`config.mk`:
```
export PLATFORM = sky130hd
export DESIGN_NAME = ft_lockstep_ctrl
export DESIGN_NICKNAME = d
export VERILOG_FILES = /design/src/rtl/ft_lockstep_ctrl.sv
export SDC_FILE = /design/constraint.sdc
export NUM_CORES = 2
export LEC_CHECK = 0
export CORE_MARGIN = 1
export CORE_UTILIZATION = 62
export CTS_CLUSTER_DIAMETER = 40
export CTS_CLUSTER_SIZE = 14
export DETAILED_ROUTE_END_ITERATION = 6
export PLACE_DENSITY = 0.88
export SLEW_MARGIN = 5
export SYNTH_ARGS = -nofsm -noshare
export SYNTH_HDL_FRONTEND = slang
export SYNTH_SLANG_ARGS = --single-unit
```
`constraint.sdc`:
```
create_clock -name clk_i -period 3.4 [get_ports clk_i]
set_input_delay 0.34 -clock clk_i [delete_from_list [all_inputs] [get_ports clk_i]]
set_output_delay 0.34 -clock clk_i [all_outputs]
set_load 0.02 [all_outputs]
```
`src/rtl/ft_lockstep_ctrl.sv`:
```
// Dual-core lockstep fault-tolerance controller: compares write ports, checkpoints clean state,
// and on mismatch replays the shadow register file and restores the PC. Optional: FT_ERR_COUNT_EN.
module ft_lockstep_ctrl #(
    parameter int unsigned ADDR_WIDTH = 5,
    parameter int unsigned DATA_WIDTH = 32,
    parameter int unsigned NUM_REGS   = 32,
    parameter int unsigned NUM_WPORTS = 2,
    parameter logic [DATA_WIDTH-1:0] RESET_PC = DATA_WIDTH'(32'h0000_0080)
) (
    input  logic                             clk_i,
    input  logic                             rst_n,
    input  logic [NUM_WPORTS-1:0]            we_a_i,
    input  logic [NUM_WPORTS-1:0]            we_b_i,
    input  logic [NUM_WPORTS*ADDR_WIDTH-1:0] addr_a_i,
    input  logic [NUM_WPORTS*ADDR_WIDTH-1:0] addr_b_i,
    input  logic [NUM_WPORTS*DATA_WIDTH-1:0] data_a_i,
    input  logic [NUM_WPORTS*DATA_WIDTH-1:0] data_b_i,
    input  logic                             pc_valid_i,
    input  logic [DATA_WIDTH-1:0]            spc_i,
    input  logic                             replay_ready_i,
    output logic                             replay_valid_o,
    output logic [ADDR_WIDTH-1:0]            replay_addr_o,
    output logic [DATA_WIDTH-1:0]            replay_data_o,
    output logic                             pc_restore_o,
    output logic [DATA_WIDTH-1:0]            spc_o,
    output logic                             fetch_block_o,
`ifdef FT_ERR_COUNT_EN
    output logic [15:0]                      err_count_o,
    output logic [NUM_WPORTS-1:0]            err_port_o,
`endif
    output logic                             error_o
);

    localparam logic [1:0] ST_RUN     = 2'd0;
    localparam logic [1:0] ST_HALT    = 2'd1;
    localparam logic [1:0] ST_REPLAY  = 2'd2;
    localparam logic [1:0] ST_RESTORE = 2'd3;
    localparam logic [ADDR_WIDTH-1:0] LAST_IDX = ADDR_WIDTH'(NUM_REGS - 1);

    logic [1:0]            state;
    logic [1:0]            next_state;
    logic [ADDR_WIDTH-1:0] next_idx;
    logic [NUM_WPORTS-1:0] port_mismatch;
    logic                  commit;
    logic [DATA_WIDTH-1:0] shadow_rd;
    logic [DATA_WIDTH-1:0] shadow [NUM_REGS];

    // Per-port lockstep comparison
    always_comb begin
        port_mismatch = '0;
        for (int p = 0; p < int'(NUM_WPORTS); p++) begin
            if (we_a_i[p] != we_b_i[p]) begin
                port_mismatch[p] = 1'b1;
            end else if (we_a_i[p] &&
                         ((addr_a_i[p*ADDR_WIDTH +: ADDR_WIDTH] != addr_b_i[p*ADDR_WIDTH +: ADDR_WIDTH]) ||
                          (data_a_i[p*DATA_WIDTH +: DATA_WIDTH] != data_b_i[p*DATA_WIDTH +: DATA_WIDTH]))) begin
                port_mismatch[p] = 1'b1;
            end
        end
    end

    assign error_o = (state == ST_RUN) && (|port_mismatch);
    assign commit  = (state == ST_RUN) && !error_o;

    // Next-state and next replay index
    always_comb begin
        next_state = state;
        next_idx   = replay_addr_o;
        case (state)
            ST_RUN: begin
                if (error_o) next_state = ST_HALT;
            end
            ST_HALT: begin
                next_state = ST_REPLAY;
                next_idx   = ADDR_WIDTH'(1);
            end
            ST_REPLAY: begin
                if (replay_ready_i) begin
                    if (replay_addr_o == LAST_IDX) next_state = ST_RESTORE;
                    else next_idx = replay_addr_o + ADDR_WIDTH'(1);
                end
            end
            ST_RESTORE: next_state = ST_RUN;
            default:    next_state = ST_RUN;
        endcase
    end

    assign shadow_rd = (32'(next_idx) < NUM_REGS) ? shadow[next_idx] : '0;

    // Outputs are registered from next-state so they line up with the state they describe
    always_ff @(posedge clk_i or negedge rst_n) begin
        if (!rst_n) begin
            state          <= ST_RUN;
            replay_valid_o <= 1'b0;
            replay_addr_o  <= '0;
            replay_data_o  <= '0;
            pc_restore_o   <= 1'b0;
            fetch_block_o  <= 1'b0;
        end else begin
            state          <= next_state;
            replay_valid_o <= (next_state == ST_REPLAY);
            replay_addr_o  <= next_idx;
            replay_data_o  <= (next_state == ST_REPLAY) ? shadow_rd : '0;
            pc_restore_o   <= (next_state == ST_RESTORE);
            fetch_block_o  <= (next_state != ST_RUN);
        end
    end

    // Checkpoint: later ports overwrite earlier ones on address collision
    always_ff @(posedge clk_i or negedge rst_n) begin
        if (!rst_n) begin
            for (int r = 0; r < int'(NUM_REGS); r++) shadow[r] <= '0;
            spc_o <= RESET_PC;
        end else if (commit) begin
            for (int p = 0; p < int'(NUM_WPORTS); p++) begin
                if (we_a_i[p] && (addr_a_i[p*ADDR_WIDTH +: ADDR_WIDTH] != '0) &&
                    (32'(addr_a_i[p*ADDR_WIDTH +: ADDR_WIDTH]) < NUM_REGS)) begin
                    shadow[addr_a_i[p*ADDR_WIDTH +: ADDR_WIDTH]] <= data_a_i[p*DATA_WIDTH +: DATA_WIDTH];
                end
            end
            if (pc_valid_i) spc_o <= spc_i;
        end
    end

`ifdef FT_ERR_COUNT_EN
    // Saturating error statistics captured on each RUN->HALT transition
    always_ff @(posedge clk_i or negedge rst_n) begin
        if (!rst_n) begin
            err_count_o <= '0;
            err_port_o  <= '0;
        end else if (error_o) begin
            if (err_count_o != 16'hFFFF) err_count_o <= err_count_o + 16'd1;
            err_port_o <= port_mismatch;
        end
    end
`endif

endmodule

```
==> run metrics <==
Initial Utilization=~63%; Data arrival, critical path=~3.3 ns; Largest delay share family, worst path=buffers and inverters; Worst Path Required=3.06 ns; Yosys Warn Count=0; area leader, netlist=dfrtp_1; final setup violation count=17; Synth Area per Inst=10.48 µm²; Num CTS Buffers=146; ranking of synthesized cells by area=dfrtp_1, a2bb2oi_1, o22ai_1, clkbuf_1, a2111oi_0; power per cell area=693.5 mW/mm²; Max VDD drop=0.5082 mV; final non-filler cell total=7,197; Setup crit start=data_a_i[62]; Hold Crit Class=input pin to flip-flop; placed instance area=0.06676 mm²; DRT antenna net count=0; Clk pin slew, worst setup/hold paths=0.07 ns; die width=312.3 µm; Final Cell Area=0.07295 mm²; CP Capture Type=primary output; Slew Viols, Final=0; first-pass GRT wire length=roughly 390,000 µm; Fin Clk Skew=approximately 0.046 ns; final WL=273,500 µm; Routed WL per cell=roughly 38 µm; Post-DP HPWL=approximately 160,000 µm; vias in the first global route=61,263; Post-synth top cells=dfrtp_1, o22ai_1, a2bb2oi_1; async set or reset register ratio after synthesis=100.0%; CP Cell Sequence=clkdlybuf4s50_1, xor2_1, nor4_1, nand4_1, o32ai_4, buf_6, o21ai_0, and2_1, clkbuf_2; Mapped Cells=5,698; main flop type after synthesis=dfrtp_1; clock root cell=clkbuf_16; DRC=408; r2r setup slk=-0.20 ns; largest net degree at the start of global routing=107; number of distinct library cells after synthesis=72; post-layout util=roughly 77%; H-tree lvl count=4; CP max-delay cell=clkdlybuf4s50_1; hold path startpoint=spc_i[4]; cell with the most instances after synthesis=dfrtp_1; Slew HR=between 20% and 30%; status=complete, but fails checks; fmax=276.7 MHz; WHS=0.1363 ns; leakage power=30.23 nW; CP Buf/Inv Count=3; Worst Setup Start Kind=input pin; CTS tree=built; die height=312.3 µm; GRT overflow=0; Area Overhead vs Synth=22.18%; Fin. Hold Viols=0; Worst Tran Pin Value=1.062 ns; Worst Path Max Fanout=3; Setup Crit Path Kind=input pin to primary output; First DRT Iteration DRCs=between 15,000 and 20,000; # nets final=roughly 6,000; max_cap viols=0; clk sinks=around 1,100; post-synthesis sequential area ratio=46.02%; std cell rows=~110; port bufs=260; gp weighted congestion=1.056; fillers=between 5,000 and 6,000; Final WS setup=-0.2143 ns; RR Startpoint=state[0]; GRT Overall Usage=52.86%; initial antenna violation count=11; RSZ-0062 raised after global routing=true; CP max stage delay=around 0.83 ns; Placed Cells=around 7,000; Worst-Skew Late Latency=0.82 ns; io pins=261; vias=63,242; Cell Area, Synth=around 0.06 mm²; Die Footprint=0.09754 mm²; syn nets=a little under 6,000; register bit total from synthesis=1,098; drt via density=8.787; post-route minimum period=3.614 ns; Post-synth EDFFs=0; total iterations of the first detailed-routing run=7; area share of the largest cell type after synthesis=45.98%; failing checks=design-rule violations, negative setup slack; layout cells sized above 1=between 20% and 30%; Core ar.=0.09515 mm²; Clock Path Buffers=3; period utilisation layout=106.3%
[routing by layer]
layer	global-route usage (%)	wire length [µm]
met4	42.20	30220
met2	71.29	105300
met5	0	294
met1	62.00	83900
met3	28.64	53780
[state kept, by name, indices dropped and copies added (netlist names)]
register / count
state: 2
pc_restore_o: 1
shadow: 1024
replay_addr_o: 5
fetch_block_o: 1
spc_o: 32
replay_data_o: 32
replay_valid_o: 1
[final timing paths]
| kind | end | cells after the start |
|---|---|---|
| max in group asynchronous | shadow[17] | 3 |
| hold / removal | spc_o[4] | 2 |
| hold reg to reg | shadow[1022] | 0 |
| setup reg to reg | replay_data_o[1] | 12 |
| setup / recovery | error_o | 9 |
| min in group asynchronous | shadow[635] | 2 |
[cell families after synthesis]
kind of cell	share of synthesized area, %
simple gates	6.681
compound gates	34.78
flops	46.02
buf+inv	7.039
mux	4.376
xor+xnor	1.012
fa+ha+maj	0.08383
[power breakdown]
group	internal [mW]	switching, mW
sequential	14.2	0.710
combinational	7.05	12.2
clock	9.65	6.82
total	30.9	19.7
[placed cells by master, fill, tap and decap left out, types with 104 or more instances in the layout]
cell | Yosys | final
dfrtp_1 | 1097 | 1097
o22ai_1 | 847 | 846
a2bb2oi_1 | 751 | 751
buf_4 | 71 | 490
nand2_1 | 317 | 314
clkdlybuf4s50_1 | 0 | 252
mux2i_1 | 189 | 189
a2111oi_0 | 248 | 185
and4_1 | 184 | 184
clkbuf_16 | 0 | 155
buf_12 | 0 | 149
o2bb2ai_1 | 130 | 130
nand3_1 | 109 | 104
[cell type report]
cell class | instances | area, µm² | area share, %
multi-input cells | 3614 | 28800 | 39.48
flip-flops and latches | 1098 | 27480 | 37.67
repair buffers | 923 | 9788 | 13.42
clock buffers | 170 | 3895 | 5.340
well taps | 1265 | 1583 | 2.170
clock inverters | 95 | 1265 | 1.734
inverters | 26 | 122.6 | 0.1681
diodes | 6 | 15.01 | 0.02058
[metrics by stage]
| stage | total power [mW] | setup WS (ns) | setup TNS [ns] |
|---|---|---|---|
| final | 50.59 | -0.2143 | -1.210 |
| after global routing | 50.75 | -0.1754 | -1.258 |
| after floorplan | 22.24 | 0.5410 | 0 |
| after detailed placement | 30.68 | -0.8975 | -796.50 |
| after CTS | 47.01 | 0.002347 | 0 |
| after global placement | 30.38 | -0.8839 | -765.96 |
[what timing repair did]
item                                    4_1_cts  5_1_grt
endpoints found under the hold margin        43        0
gates resized for setup                      18      151
cloned                                        0        8
hold buffers                                  1        0
buffers inserted                              0       19
pin swaps                                     4       25
endpoints found under the setup margin      434       33
[worst reg2reg max path, delay by kind of cell (launching register included)]
kind | cells | cell delay [ns]
flip-flops | 1 | 0.37
AO/OA/AOI/OAI | 5 | 1.64
adder cells (fa/ha/maj) | 1 | 0.32
AND/OR/NAND/NOR | 2 | 0.41
buffers and inverters | 4 | 0.73
No activity file was read; power rests on OpenSTA's default activity.
